## config.mk

```make
export PLATFORM = sky130hd
export DESIGN_NAME = lsu_mem_ctrl
export DESIGN_NICKNAME = d
export VERILOG_FILES = /design/src/rtl/lsu_mem_ctrl.sv
export SDC_FILE = /design/constraint.sdc
export NUM_CORES = 1
export LEC_CHECK = 0
export CAP_MARGIN = 20
export CORE_MARGIN = 8
export CORE_UTILIZATION = 43
export DETAILED_ROUTE_END_ITERATION = 10
export PLACE_DENSITY = 0.78
export SETUP_SLACK_MARGIN = 0.4
export SKIP_CTS_REPAIR_TIMING = 1
export SLEW_MARGIN = 20
export SYNTH_ARGS = -nofsm -noshare
export SYNTH_HDL_FRONTEND = slang
export SYNTH_SLANG_ARGS = --single-unit
```

## constraint.sdc

```tcl
create_clock -name clk -period 2.05 [get_ports clk]
set_input_delay 0.615 -clock clk [delete_from_list [all_inputs] [get_ports clk]]
set_output_delay 0.615 -clock clk [all_outputs]
set_load 0.05 [all_outputs]
```

## src/rtl/lsu_mem_ctrl.sv

```systemverilog
// Load/store unit bridging the control unit's memory requests to a single-port
// word-addressed data SRAM. Sub-word stores are done as read-modify-write.
module lsu_mem_ctrl #(
    parameter int unsigned MEM_AW = 10,
    parameter int unsigned RD_LAT = 1
) (
    input  logic              clk,
    input  logic              rst,
    input  logic              req_valid,
    output logic              req_ready,
    input  logic              req_we,
    input  logic [1:0]        req_size,
    input  logic              req_unsigned,
    input  logic [31:0]       req_addr,
    input  logic [31:0]       req_wdata,
    output logic              resp_valid,
    output logic              resp_err,
    output logic [31:0]       resp_rdata,
    output logic              busy,
    output logic [MEM_AW-1:0] mem_addr,
    output logic              mem_rd_en,
    output logic              mem_wr_en,
    output logic [31:0]       mem_wdata,
    input  logic [31:0]       mem_rdata
);

    localparam int unsigned DW = 32;
    localparam logic [DW:0] ADDR_LIMIT = (DW+1)'(4) << MEM_AW;

    // The RDW state assumes read data arrives exactly one cycle after the strobe
    if (RD_LAT != 1) begin : g_bad_rd_lat
        $fatal(1, "lsu_mem_ctrl: only RD_LAT == 1 is supported");
    end

    typedef enum logic [2:0] {
        S_IDLE = 3'd0,
        S_RD   = 3'd1,
        S_RDW  = 3'd2,
        S_WR   = 3'd3,
        S_RSP  = 3'd4
    } state_t;

    state_t state, state_nxt;

    logic          we_q;
    logic [1:0]    size_q;
    logic          uns_q;
    logic [1:0]    off_q;
    logic [DW-1:0] wdata_q;

    logic          accept_c;
    logic          err_c;
    logic [7:0]    lane_b_c;
    logic [15:0]   lane_h_c;
    logic [DW-1:0] load_c;
    logic [DW-1:0] merge_c;

    logic              req_ready_d, resp_valid_d, resp_err_d, busy_d;
    logic              mem_rd_en_d, mem_wr_en_d;
    logic [DW-1:0]     resp_rdata_d, mem_wdata_d;
    logic [MEM_AW-1:0] mem_addr_d;

    assign accept_c = (state == S_IDLE) && req_valid;

    // Reject illegal size, misalignment and out-of-range addresses on the raw request
    assign err_c = (req_size == 2'b11)
                || ((req_size == 2'b01) && req_addr[0])
                || ((req_size == 2'b10) && (req_addr[1:0] != 2'b00))
                || ({1'b0, req_addr} >= ADDR_LIMIT);

    // State register
    always_ff @(posedge clk or negedge rst) begin
        if (!rst) state <= S_IDLE;
        else      state <= state_nxt;
    end

    // Next-state logic
    always_comb begin
        state_nxt = state;
        case (state)
            S_IDLE: if (req_valid) begin
                if (err_c)                           state_nxt = S_RSP;
                else if (req_we && req_size == 2'b10) state_nxt = S_WR;
                else                                  state_nxt = S_RD;
            end
            S_RD:    state_nxt = S_RDW;
            S_RDW:   state_nxt = we_q ? S_WR : S_RSP;
            S_WR:    state_nxt = S_RSP;
            S_RSP:   state_nxt = S_IDLE;
            default: state_nxt = S_IDLE;
        endcase
    end

    // Capture the request at accept; held until the next accept
    always_ff @(posedge clk or negedge rst) begin
        if (!rst) begin
            we_q    <= 1'b0;
            size_q  <= 2'b00;
            uns_q   <= 1'b0;
            off_q   <= 2'b00;
            wdata_q <= '0;
        end else if (accept_c) begin
            we_q    <= req_we;
            size_q  <= req_size;
            uns_q   <= req_unsigned;
            off_q   <= req_addr[1:0];
            wdata_q <= req_wdata;
        end
    end

    // Lane extraction for loads and lane merge for sub-word stores
    always_comb begin
        lane_b_c = 8'(mem_rdata >> {off_q, 3'b000});
        lane_h_c = off_q[1] ? mem_rdata[31:16] : mem_rdata[15:0];
        case (size_q)
            2'b00:   load_c = uns_q ? {24'd0, lane_b_c} : {{24{lane_b_c[7]}}, lane_b_c};
            2'b01:   load_c = uns_q ? {16'd0, lane_h_c} : {{16{lane_h_c[15]}}, lane_h_c};
            default: load_c = mem_rdata;
        endcase
        merge_c = mem_rdata;
        case (size_q)
            2'b00:   merge_c[{off_q, 3'b000} +: 8] = wdata_q[7:0];
            2'b01: begin
                if (off_q[1]) merge_c[31:16] = wdata_q[15:0];
                else          merge_c[15:0]  = wdata_q[15:0];
            end
            default: merge_c = wdata_q;
        endcase
    end

    // Output decode from the upcoming state so every output is registered
    always_comb begin
        req_ready_d  = (state_nxt == S_IDLE);
        busy_d       = (state_nxt != S_IDLE);
        mem_rd_en_d  = (state_nxt == S_RD);
        mem_wr_en_d  = (state_nxt == S_WR);
        resp_valid_d = (state_nxt == S_RSP);
        resp_err_d   = (state == S_IDLE) && (state_nxt == S_RSP);
        resp_rdata_d = '0;
        mem_wdata_d  = '0;
        mem_addr_d   = mem_addr;
        if (accept_c)
            mem_addr_d = req_addr[MEM_AW+1:2];
        if ((state == S_RDW) && (state_nxt == S_RSP))
            resp_rdata_d = load_c;
        if (state_nxt == S_WR)
            mem_wdata_d = (state == S_IDLE) ? req_wdata : merge_c;
    end

    // Output registers; reset drops every strobe immediately
    always_ff @(posedge clk or negedge rst) begin
        if (!rst) begin
            req_ready  <= 1'b1;
            busy       <= 1'b0;
            mem_rd_en  <= 1'b0;
            mem_wr_en  <= 1'b0;
            resp_valid <= 1'b0;
            resp_err   <= 1'b0;
            resp_rdata <= '0;
            mem_wdata  <= '0;
            mem_addr   <= '0;
        end else begin
            req_ready  <= req_ready_d;
            busy       <= busy_d;
            mem_rd_en  <= mem_rd_en_d;
            mem_wr_en  <= mem_wr_en_d;
            resp_valid <= resp_valid_d;
            resp_err   <= resp_err_d;
            resp_rdata <= resp_rdata_d;
            mem_wdata  <= mem_wdata_d;
            mem_addr   <= mem_addr_d;
        end
    end

endmodule

```

* Word level (Yosys, flattened, before mapping)
Index checks and enable logic that the tools add are counted.
** Storage, ports and cells
- Register bits :: 121
- Latch bits :: 0
- Bits in writable memories :: 0
- Memory bits (read-only) :: 0
- Input port bits :: 103
- Output and inout bits :: 80
- Word-level logic and storage cells :: 60
- Memories :: 0
** Cells by class
- Add/subtract/negate cells :: 1
- $mul :: 0
- Div/mod/pow operators :: 0
- $lt $le $gt $ge :: 1
- Equal/unequal tests :: 10
- Shifts and indexed selects :: 3
- Muxes and demuxes :: 16
- Bitwise logic cells :: 0
- Reduce and logical (&&, ||, !) cells :: 14
** Operators with widths (number)
- 32-bit 2-to-1 mux :: 5
- 32-bit case mux with 2 select lines :: 2
- 16-bit 2-to-1 mux :: 3
- 32-bit bitwise mux :: 1
- 32-bit by 13-bit >= comparator with 1-bit output (second input constant) :: 1
- 8-bit by 7-bit variable shift with 32-bit output (first input constant) :: 1
- 8-bit by 7-bit variable part select with 32-bit output :: 1
- 32-bit by 5-bit right shift with 8-bit output :: 1
- 3-bit case mux with 4 select lines :: 1
- 3-bit by 2-bit == test with 1-bit output (second input constant) :: 3
- 3-bit 2-to-1 mux :: 3
- 5-bit negation with 7-bit output :: 1
- 3-bit by 1-bit == test with 1-bit output (second input constant) :: 2
- 1-bit logical AND :: 6
- 3-bit zero test :: 2
- 2-bit by 1-bit == test with 1-bit output (second input constant) :: 2
- 2-bit == test (second input constant) :: 2
- 3-bit == test (second input constant) :: 1
- 1-bit logical OR :: 3
- 3-bit nonzero test :: 1
- 2-bit zero test :: 1
- 2-bit 2-to-1 mux :: 1
- 2-bit nonzero test :: 1

* Depth between registers and ports, before layout
Gate-level depths: netlist of the first run.
- Word-level depth :: 11
- Depth in mapped cells :: 9
- Gate-level depth less buffers :: 6

* Least setup slack after synthesis of the first run
No wires, ideal clock.
- Path type :: register -> register
- From :: reg off_q[1]
- To :: reg mem_wdata[28]
- Arrival :: 2.186 ns
- Setup slack :: -0.214 ns
- Stages on the path, launching flop included :: 10
- Cells stage by stage :: dfrtp_1 -> buf_2 -> inv_1 -> buf_1 -> ha_1 -> nor4bb_1 -> clkbuf_1 -> and3_1 -> o32ai_1 -> a21oi_1
** On the way
- Cells in the longest elaborated chain, start to end :: 6
- Elaborated cells between the ends (all ways) :: 8
- Those cells by class :: add/sub: 1; shift: 2; mux: 5
** RTL lines
- from (decl) :: line 48 : logic [1:0] off_q;
- from (signal assigned) :: line 106 : off_q <= req_addr[1:0];
- 5-bit negation with 7-bit output :: line 122 : 2'b00: merge_c[{off_q, 3'b000} +: 8] = wdata_q[7:0];
- 8-bit by 7-bit variable part select with 32-bit output or 8-bit by 7-bit variable shift with 32-bit output (tied branches) :: line 122
- 32-bit bitwise mux :: line 122
- 32-bit case mux with 2 select lines (*) :: line 121 : case (size_q)
- 32-bit 2-to-1 mux (*) :: line 147 : mem_wdata_d = (state == S_IDLE) ? req_wdata : merge_c;
- 32-bit 2-to-1 mux (*) :: line 146 : if (state_nxt == S_WR)
- net mem_wdata_d[28] :: line 60 : logic [DW-1:0] resp_rdata_d, mem_wdata_d;
- to (signal assigned) :: line 170 : mem_wdata <= mem_wdata_d;
- to (decl) :: line 23 : output logic [31:0] mem_wdata,
Mark *: on every way through the listed nets, which the timed path passes. The rest lies on a longest branch.
A chain may end at the register's enable or synchronous reset.

* Worst setup path after layout of the first run
- From :: reg off_q[0]
- To :: reg resp_rdata[18]
** On the way
- Cells in the longest elaborated chain, start to end :: 4
** RTL lines
- 32-bit by 5-bit right shift with 8-bit output :: line 113 : lane_b_c = 8'(mem_rdata >> {off_q, 3'b000});
- 32-bit 2-to-1 mux :: line 116 : 2'b00: load_c = uns_q ? {24'd0, lane_b_c} : {{24{lane_b_c[7]}}, lane_b_c};
- 32-bit case mux with 2 select lines :: line 115 : case (size_q)
- 32-bit 2-to-1 mux :: line 144 : if ((state == S_RDW) && (state_nxt == S_RSP))
- net resp_rdata_d[18] :: line 60
- to (signal assigned) :: line 169 : resp_rdata <= resp_rdata_d;
- to (decl) :: line 18 : output logic [31:0] resp_rdata,
The timed path passes the listed nets, and every way through them passes these cells.

==> impl_metrics.ini, run 1 <==
[run_status]
status = completed

[yosys]
ys_async_sr_fraction_pct = 100.0
syn_inst = 525
synth_seq_cells = 121
synth_top_area_share_pct = 50.79
syn_area_per_cell_um2 = 11.26
yosysMostFrequentCell = dfrtp_1
synth-simple-area-share_pct = 9.989
synth_top_cell_by_area = dfrtp_1
synth_fp_nets = 633
synth-compound-area-share_pct = 20.02
yosysSeqAreaShare_pct = 51.24
synth_edf_count = 0
synth_mux_area_share_pct = 12.89
synth_top_family_by_area = compound AO/OA/AOI/OAI gates
synth_ff_type = dfrtp_1
synth-adder-area-share_pct = 1.058
synthTopCellsByArea = dfrtp_1, mux2_2, a221oi_1
yosys.cell_types.count = 54
synth_xor_xnor_area_share_pct = 0
ys_warn_count = 0
netlist_area_mm2 = 0.005912
synth_commonest_cells = dfrtp_1, mux2_2, nor2_1, nand2_1, a221oi_1

[detailed_routing]
ant_nets = 0
vias = 5633
wl_met2_mm = 10.27
drc = 0
routedWlPerCell_um = 23.21
route.met3.wl_mm = 2.092
first_pass_iters = 5
totalWireLength_mm = 21.98
drtIter0Drc = 533
avgViaCountPerCell = 5.948
highest_layer = met4
drt-met1-wl_mm = 8.895

[final_layout]
n_fill_cell = 1028
fin_util_pct = 68.31
syn_to_final_growth_pct = 57.90
finish.net_count = 862
diodes = 0
fin_area_mm2 = 0.009335
drive_gt1_share_pct = 39.37

[timing]
drv_slew = 0
period_needed_ns = 1.859
final.setup_skew_ns = 0.006505
setup-tns-final_ns = 0
rsz0062_at_grt = yes
relSlewSlack_pct = 65.37
fmax_mhz = 538.0
tightestPinTransition_ns = 0.5194
finalHoldViolations = 0
setup_viol = 0
whs_ns = 0.05491
period_share_pct = 90.67

[placement]
placed_area_mm2 = 0.008183
place_hpwl_mm = 15.68
place_congestion = 0.9148
io_buffer_count = 182

[setup_path]
slowest_delay_ns = 0.53
crit_required_ns = 2.36
r2r_cells = 7
rrSetupSlack_ns = 0.19
cp-start-kind = flop
slowest_stage = mux4_2
r2r_end = resp_rdata[18]
cp_cell_sequence = buf_6 > mux4_2 > nand2b_4 > a2111oi_4 > buf_4 > clkbuf_16 > a21o_1
path_class = reg -> reg
crit_arrival_ns = 2.17
worstPathMaxFanout = 8
r2r_start = off_q[0]
worstSetupEndpointType = flop

[global_route]
grt_pass1_wl_mm = 32.89
grt_max_degree = 55
antenna_found_initial = 0
grt_overflow = 0
grt_pass1_vias = 5772
global_route.usage.total_pct = 23.89

[power]
power_mw = 7.871
power_leakage_nw = 4.466
vdd_drop_max_mv = 0.4201
powerDensity_mw_per_mm2 = 843.1

[die]
design.core.area_mm2 = 0.01367
initial_core_util_pct = 43.26
die-area_mm2 = 0.01776
fp.dieH_um = 133.3
num_rows = 43
die_x_um = 133.3
pin_count = 183

[clock_tree]
htreeDepth = 4
clk_pin_slew_ns = 0.06
cts_sinks = 121
clock-root-buffer = clkbuf_16
clock_latency_ns = 0.42
cts_tree = yes
cts_buffers = 17
cts_buffer_depth = 2

[min_path]
holdCritPathClass = in -> async

[flow_run]
maxCapViolCount = 0
-- where the power goes --
part | internal [mW] | switching [mW] | total (mW) | leakage (nW)
clock | 2.11 | 1.13 | 3.24 | 0.298
combinational | 0.877 | 1.01 | 1.88 | 2.60
sequential | 2.56 | 0.191 | 2.75 | 1.56
-- worst max-delay path, delay by kind of cell (launching register included) --
family | cells | cell delay (ns)
multiplexers | 1 | 0.53
AND/OR/NAND/NOR | 1 | 0.11
buffers and inverters | 3 | 0.46
AO/OA/AOI/OAI | 2 | 0.23
flip-flops | 1 | 0.42
-- through the flow --
stage / setup slack [ns] / cells
floorplan: 0.1829 / 525
global route: 0.1575 / 947
finish: 0.1913 / 947
detailed placement: -0.4248 / 900
global placement: -0.2843 / 900
CTS: -0.00009415 / 932
-- worst max-delay path by stage --
stage | start | end | slack (ns) | cells past startpoint
finish | off_q[0] | resp_rdata[18] | 0.19 | 7
global route | off_q[0] | resp_rdata[28] | 0.16 | 7
CTS | req_size[0] | mem_wdata[9] | -0.00009 | 6
detailed placement | req_size[0] | mem_wdata[12] | -0.42 | 6
global placement | req_addr[21] | mem_wdata[12] | -0.28 | 6
floorplan | off_q[0] | mem_wdata[16] | 0.18 | 7
-- cells in the final DEF, fill, tap and decap left out, drive strengths merged, types with 6 or more instances in the layout --
cell             n
a211oi           9
a21o            17
a21oi            9
a221o            7
a221oi          28
a22o             8
a22oi            7
a32oi            8
and2             7
buf            149
clkbuf          22
clkdlybuf4s50   77
clkinvlp         6
dfrtp          120
dlymetal6s2s    24
inv             27
mux2            51
mux4             7
nand2           33
nor2            35
nor3            10
o21ai           13
o22ai           23
-- sequential cells by signal, summed over array words and instances (netlist names), 2 cells and up --
name and count:
state 3, resp_rdata 32, size_q 2, mem_wdata 32, mem_addr 10, wdata_q 32, off_q 2
-- routing by layer --
| layer | vias to the layer above | global-route usage [%] |
|---|---|---|
| met5 | - | 0 |
| met4 | 0 | 10.42 |
| met3 | 54 | 7.530 |
| met2 | 340 | 37.20 |
| met1 | 2778 | 29.95 |
| li1 | 2461 | - |
-- final cells by class --
class	count	area [µm²]	share of cell area [%]
multi-input cells	335	2914	31.22
well taps	180	225.2	2.413
repair buffers	253	2406	25.77
inverters	26	106.4	1.139
flip-flops and latches	121	3038	32.54
clock buffers	19	452.9	4.852
clock inverters	13	192.7	2.064
-- kinds of logic (layout without fill, tap and decap cells) --
family / Yosys count / in the layout
simple gates: 118 / 118
flops: 121 / 121
compound gates: 151 / 151
buf+inv: 69 / 311
fa+ha+maj: 5 / 5
mux: 61 / 61
No activity file was read; power rests on OpenSTA's default activity.
==> run 2: changes to the inputs <==
Clock period 2.05 ns to 1.7 ns, I/O delays scaled along.
==> run 2 against run 1 <==
Effect of this change:
- the run now ends with setup timing left
- routed wire length grew 25%
- critical path depth is the same
- sequential power grew 24%
- sequential share of layout area shrank 5.5 points
- total power grew 26%
- die area is the same
- clock power grew 7.1%
- via count grew 9.2%
- count of clock-buffer cells in the layout shrank 1
- clock skew grew 0.00060 ns
- flip-flop and latch count is the same
- setup slack lost 0.42 ns
- largest power group unchanged
==> impl_metrics.ini, run 2 (synthesis results as in run 1) <==
[global_route]
antenna_found_initial = 0
grt_max_degree = 63
grt_pass1_vias = 6237
global_route.usage.total_pct = 26.97
grt_pass1_wl_mm = 36.81
grt_overflow = 0

[setup_path]
r2r_end = mem_wdata[31]
worstPathMaxFanout = 6
crit_arrival_ns = 2.21
r2r_start = off_q[0]
crit_required_ns = 1.99
path_class = reg -> reg
cp-start-kind = flop
rrSetupSlack_ns = -0.23
crit_start = off_q[0]
worstSetupEndpointType = flop
r2r_cells = 7

[power]
pwr-share-clk_pct = 35.0
power_mw = 9.926
seqPwrFrac_pct = 34.2
vdd_drop_max_mv = 0.6905
combPwrFrac_pct = 30.8
p_sw_mw = 3.224
swShare_pct = 32.48
power_leakage_nw = 5.162
powerDensity_mw_per_mm2 = 884.7
p_int_mw = 6.702

[clock_tree]
clock_latency_ns = 0.42
cts_buffers = 17
cts_buffer_depth = 2
cts_sinks = 121
cts_tree = yes
htreeDepth = 4
clock-root-buffer = clkbuf_16
clk_pin_slew_ns = 0.06

[final_layout]
top_regs = mem_wdata: 32 flops, resp_rdata: 32 flops, wdata_q: 32 flops
syn_to_final_growth_pct = 89.78
final_common_cell = dfrtp_1
mostFrequentLayoutCells = dfrtp_1, buf_12, buf_4, clkdlybuf4s50_1, mux2_4
n_fill_cell = 719
drive_gt1_share_pct = 49.51
final_cells = 1000
fin_area_mm2 = 0.01122
finish.net_count = 915
diodes = 0
fin_util_pct = 82.10

[timing]
rsz0062_at_grt = yes
tightestPinTransition_ns = 0.4500
period_needed_ns = 1.928
finalHoldViolations = 0
setup_slack_ns = -0.2277
setup_viol = 43
fmax_mhz = 518.8
whs_ns = 0.4603
drv_slew = 0
relSlewSlack_pct = 70.00
period_share_pct = 113.4
final.setup_skew_ns = 0.007101
setup-tns-final_ns = -4.397

[placement]
placed_cells = 938
pre_cts_ws_ns = -0.6564
placed_area_mm2 = 0.009719
place_congestion = 0.9362
io_buffer_count = 182
place_hpwl_mm = 18.15

[run_status]
violations = setup timing
status = complete, but fails checks

[detailed_routing]
drc = 0
avgViaCountPerCell = 6.151
first_pass_iters = 5
totalWireLength_mm = 27.45
drtIter0Drc = 677
routedWlPerCell_um = 27.45
ant_nets = 0
vias = 6151

[min_path]
min_to = off_q[1]
holdPathStages = 4
holdCritPathClass = in -> reg
worstHoldStart = req_addr[1]

[die]
die-area_mm2 = 0.01776
pin_count = 183
fp.dieH_um = 133.3
initial_core_util_pct = 43.26
num_rows = 43
die_x_um = 133.3
design.core.area_mm2 = 0.01367

[flow_run]
maxCapViolCount = 0
-- run 2: worst max path at each step --
stage | end | slack [ns] | cells past startpoint
final | mem_wdata[31] | -0.23 | 7
after global placement | mem_wdata[21] | -0.55 | 6
after global routing | mem_wdata[29] | -0.28 | 7
after CTS | mem_wdata[31] | -0.23 | 7
after floorplan | mem_wdata[16] | -0.16 | 7
after detailed placement | mem_wdata[19] | -0.66 | 6
-- run 2: cell type report --
class                      count  area [µm²]  area share (%)
timing repair buffer         306        3906           34.82
tap                          180       225.2           2.007
sequential                   121        3034           27.04
clock inverter                14       126.4           1.126
multi-input combinational    335        3386           30.18
inverter                      26       102.6          0.9145
clock buffer                  18       439.2           3.914
-- run 2: metal layers --
| layer | GRT usage [%] | up-vias | wire (µm) |
|---|---|---|---|
| met4 | 8.235 | 0 | 962 |
| met2 | 46.66 | 373 | 13780 |
| met5 | 0 | - | 0 |
| met3 | 7.304 | 69 | 2227 |
| met1 | 31.92 | 3153 | 10480 |
| li1 | - | 2556 | - |
-- run 2: power groups by stage --
stage                     Combinational (mW)  Sequential (mW)  Clock (mW)
after floorplan                         1.28             3.43           0
after global placement                  2.50             3.40           0
after detailed placement                2.55             3.40           0
after CTS                               2.57             3.36        3.47
after global routing                    3.21             3.40        3.60
final                                   3.06             3.40        3.47
-- run 2: critical path, stage by stage, from the launching register on --
cell      delay [ns]
dfrtp_1         0.43
buf_4           0.18
ha_1            0.20
nor4bb_2        0.18
buf_4           0.16
a32o_1          0.27
a311oi_2        0.25
o22ai_1         0.13
==> run 3: changes to the inputs <==
Settings changed: CORE_UTILIZATION 43 to 55, DONT_BUFFER_PORTS from default to 1, PLACE_DENSITY 0.78 to 0.73.
==> run 3 against run 2 <==
Effect of this change:
- the run ends with hold timing, setup timing left
- maximum frequency increased by 5.4%
- critical endpoint is now resp_rdata[23]
- design area decreased by 26%
- sequential power increased by 4%
- clock skew increased by 0.0012 ns
==> impl_metrics.ini, run 3 (synthesis results as in run 1) <==
[global_route]
global_route.usage.total_pct = 27.66
grt_pass1_vias = 4879
grt_max_degree = 122
grt_overflow = 0
antenna_found_initial = 0
grt_pass1_wl_mm = 30.13

[power]
power_leakage_nw = 3.640
vdd_drop_max_mv = 0.7754
powerDensity_mw_per_mm2 = 1150
power_mw = 9.544

[setup_path]
path_class = reg -> reg
worstPathMaxFanout = 16
cp-start-kind = flop
r2r_cells = 7
rrSetupSlack_ns = -0.13
worstSetupEndpointType = flop
crit_arrival_ns = 2.29
crit_required_ns = 2.16

[detailed_routing]
routedWlPerCell_um = 29.20
avgViaCountPerCell = 6.862
drtIter0Drc = 734
vias = 5064
drc = 0
ant_nets = 0
first_pass_iters = 5
totalWireLength_mm = 21.55

[clock_tree]
htreeDepth = 4
cts_buffer_depth = 2
clk_pin_slew_ns = 0.06
cts_buffers = 17
clock_latency_ns = 0.54
cts_tree = yes
cts_sinks = 121
clock-root-buffer = clkbuf_8

[die]
fp.dieH_um = 119.7
design.core.area_mm2 = 0.01065
die-area_mm2 = 0.01432
pin_count = 183
num_rows = 38
initial_core_util_pct = 55.51
die_x_um = 119.7

[placement]
place_hpwl_mm = 14.41
io_buffer_count = 0
place_congestion = 0.8827
pre_cts_ws_ns = -0.2254
placed_cells = 680

[timing]
setup_slack_ns = -0.1292
rsz0062_at_grt = yes
setup_viol = 59
relSlewSlack_pct = 65.84
whs_ns = -0.3365
fmax_mhz = 546.7
setup-tns-final_ns = -3.238
finalHoldViolations = 121
final.setup_skew_ns = 0.008342
drv_slew = 0
period_needed_ns = 1.829
tightestPinTransition_ns = 0.5119
period_share_pct = 107.6

[final_layout]
finish.net_count = 693
diodes = 0
syn_to_final_growth_pct = 40.36
top_regs = mem_wdata: 32 flops, resp_rdata: 32 flops, wdata_q: 32 flops
final_cells = 738
final_common_cell = dfrtp_2
mostFrequentLayoutCells = dfrtp_2, buf_4, dfrtp_1, mux2_4, nor2_1
drive_gt1_share_pct = 56.52

[flow_run]
maxCapViolCount = 0

[min_path]
holdCritPathClass = in -> async

[run_status]
status = complete, but fails checks
violations = hold timing, setup timing
## run 3: cell types whose count changed in the layout (fill, tap and decap cells not counted), sizes merged
cell,delta
buf,-119
clkdlybuf4s50,-75
dlymetal6s2s,-19
clkbuf,-6
clkinvlp,-6
bufinv,+3
clkinv,+1
dlygate4sd3,-1
## run 3: metal layers
layer	vias to the layer above	part of all wire, %	GRT usage [%]
li1	2116	-	-
met1	2570	38	33.81
met2	316	49	44.53
met3	62	10	9.253
met4	0	3.2	10.69
met5	-	0	0
## run 3: final timing paths
| path | startpoint | to |
|---|---|---|
| max | off_q[1] | resp_rdata[23] |
| min | rst | mem_wdata[3] |
| max reg2reg | off_q[1] | resp_rdata[23] |
| min reg2reg | wdata_q[25] | wdata_q[25] |
| max in group asynchronous | rst | req_ready |
| min in group clk | req_addr[0] | off_q[0] |
## run 3: power by group
group / internal (mW) / total [mW] / switching (mW)
sequential: 3.09 / 3.52 / 0.426
clock: 2.49 / 3.80 / 1.31
combinational: 1.20 / 2.23 / 1.03
total: 6.78 / 9.54 / 2.76
## run 3: per-stage QoR
stage,utilization [%],area (µm²)
floorplan,-,6419
global placement,63.78,6793
detailed placement,63.78,6793
CTS,69.65,7418
global route,77.91,8298
finish,77.91,8298
## run 3: worst max-delay path, cell delays in order, from the launching register on
cell and delay [ns]:
dfrtp_1 0.42, buf_6 0.16, buf_12 0.14, mux4_2 0.26, nand2b_4 0.07, a2111oi_4 0.40
buf_12 0.20, a21o_1 0.11
## run 3: layout make-up
type	count	area, µm²
clock buffer	20	455.4
clock inverter	12	170.2
fill	614	2352
inverter	26	100.1
multi-input combinational	335	3329
sequential	121	3123
tap	140	175.2
timing repair buffer	84	944.7
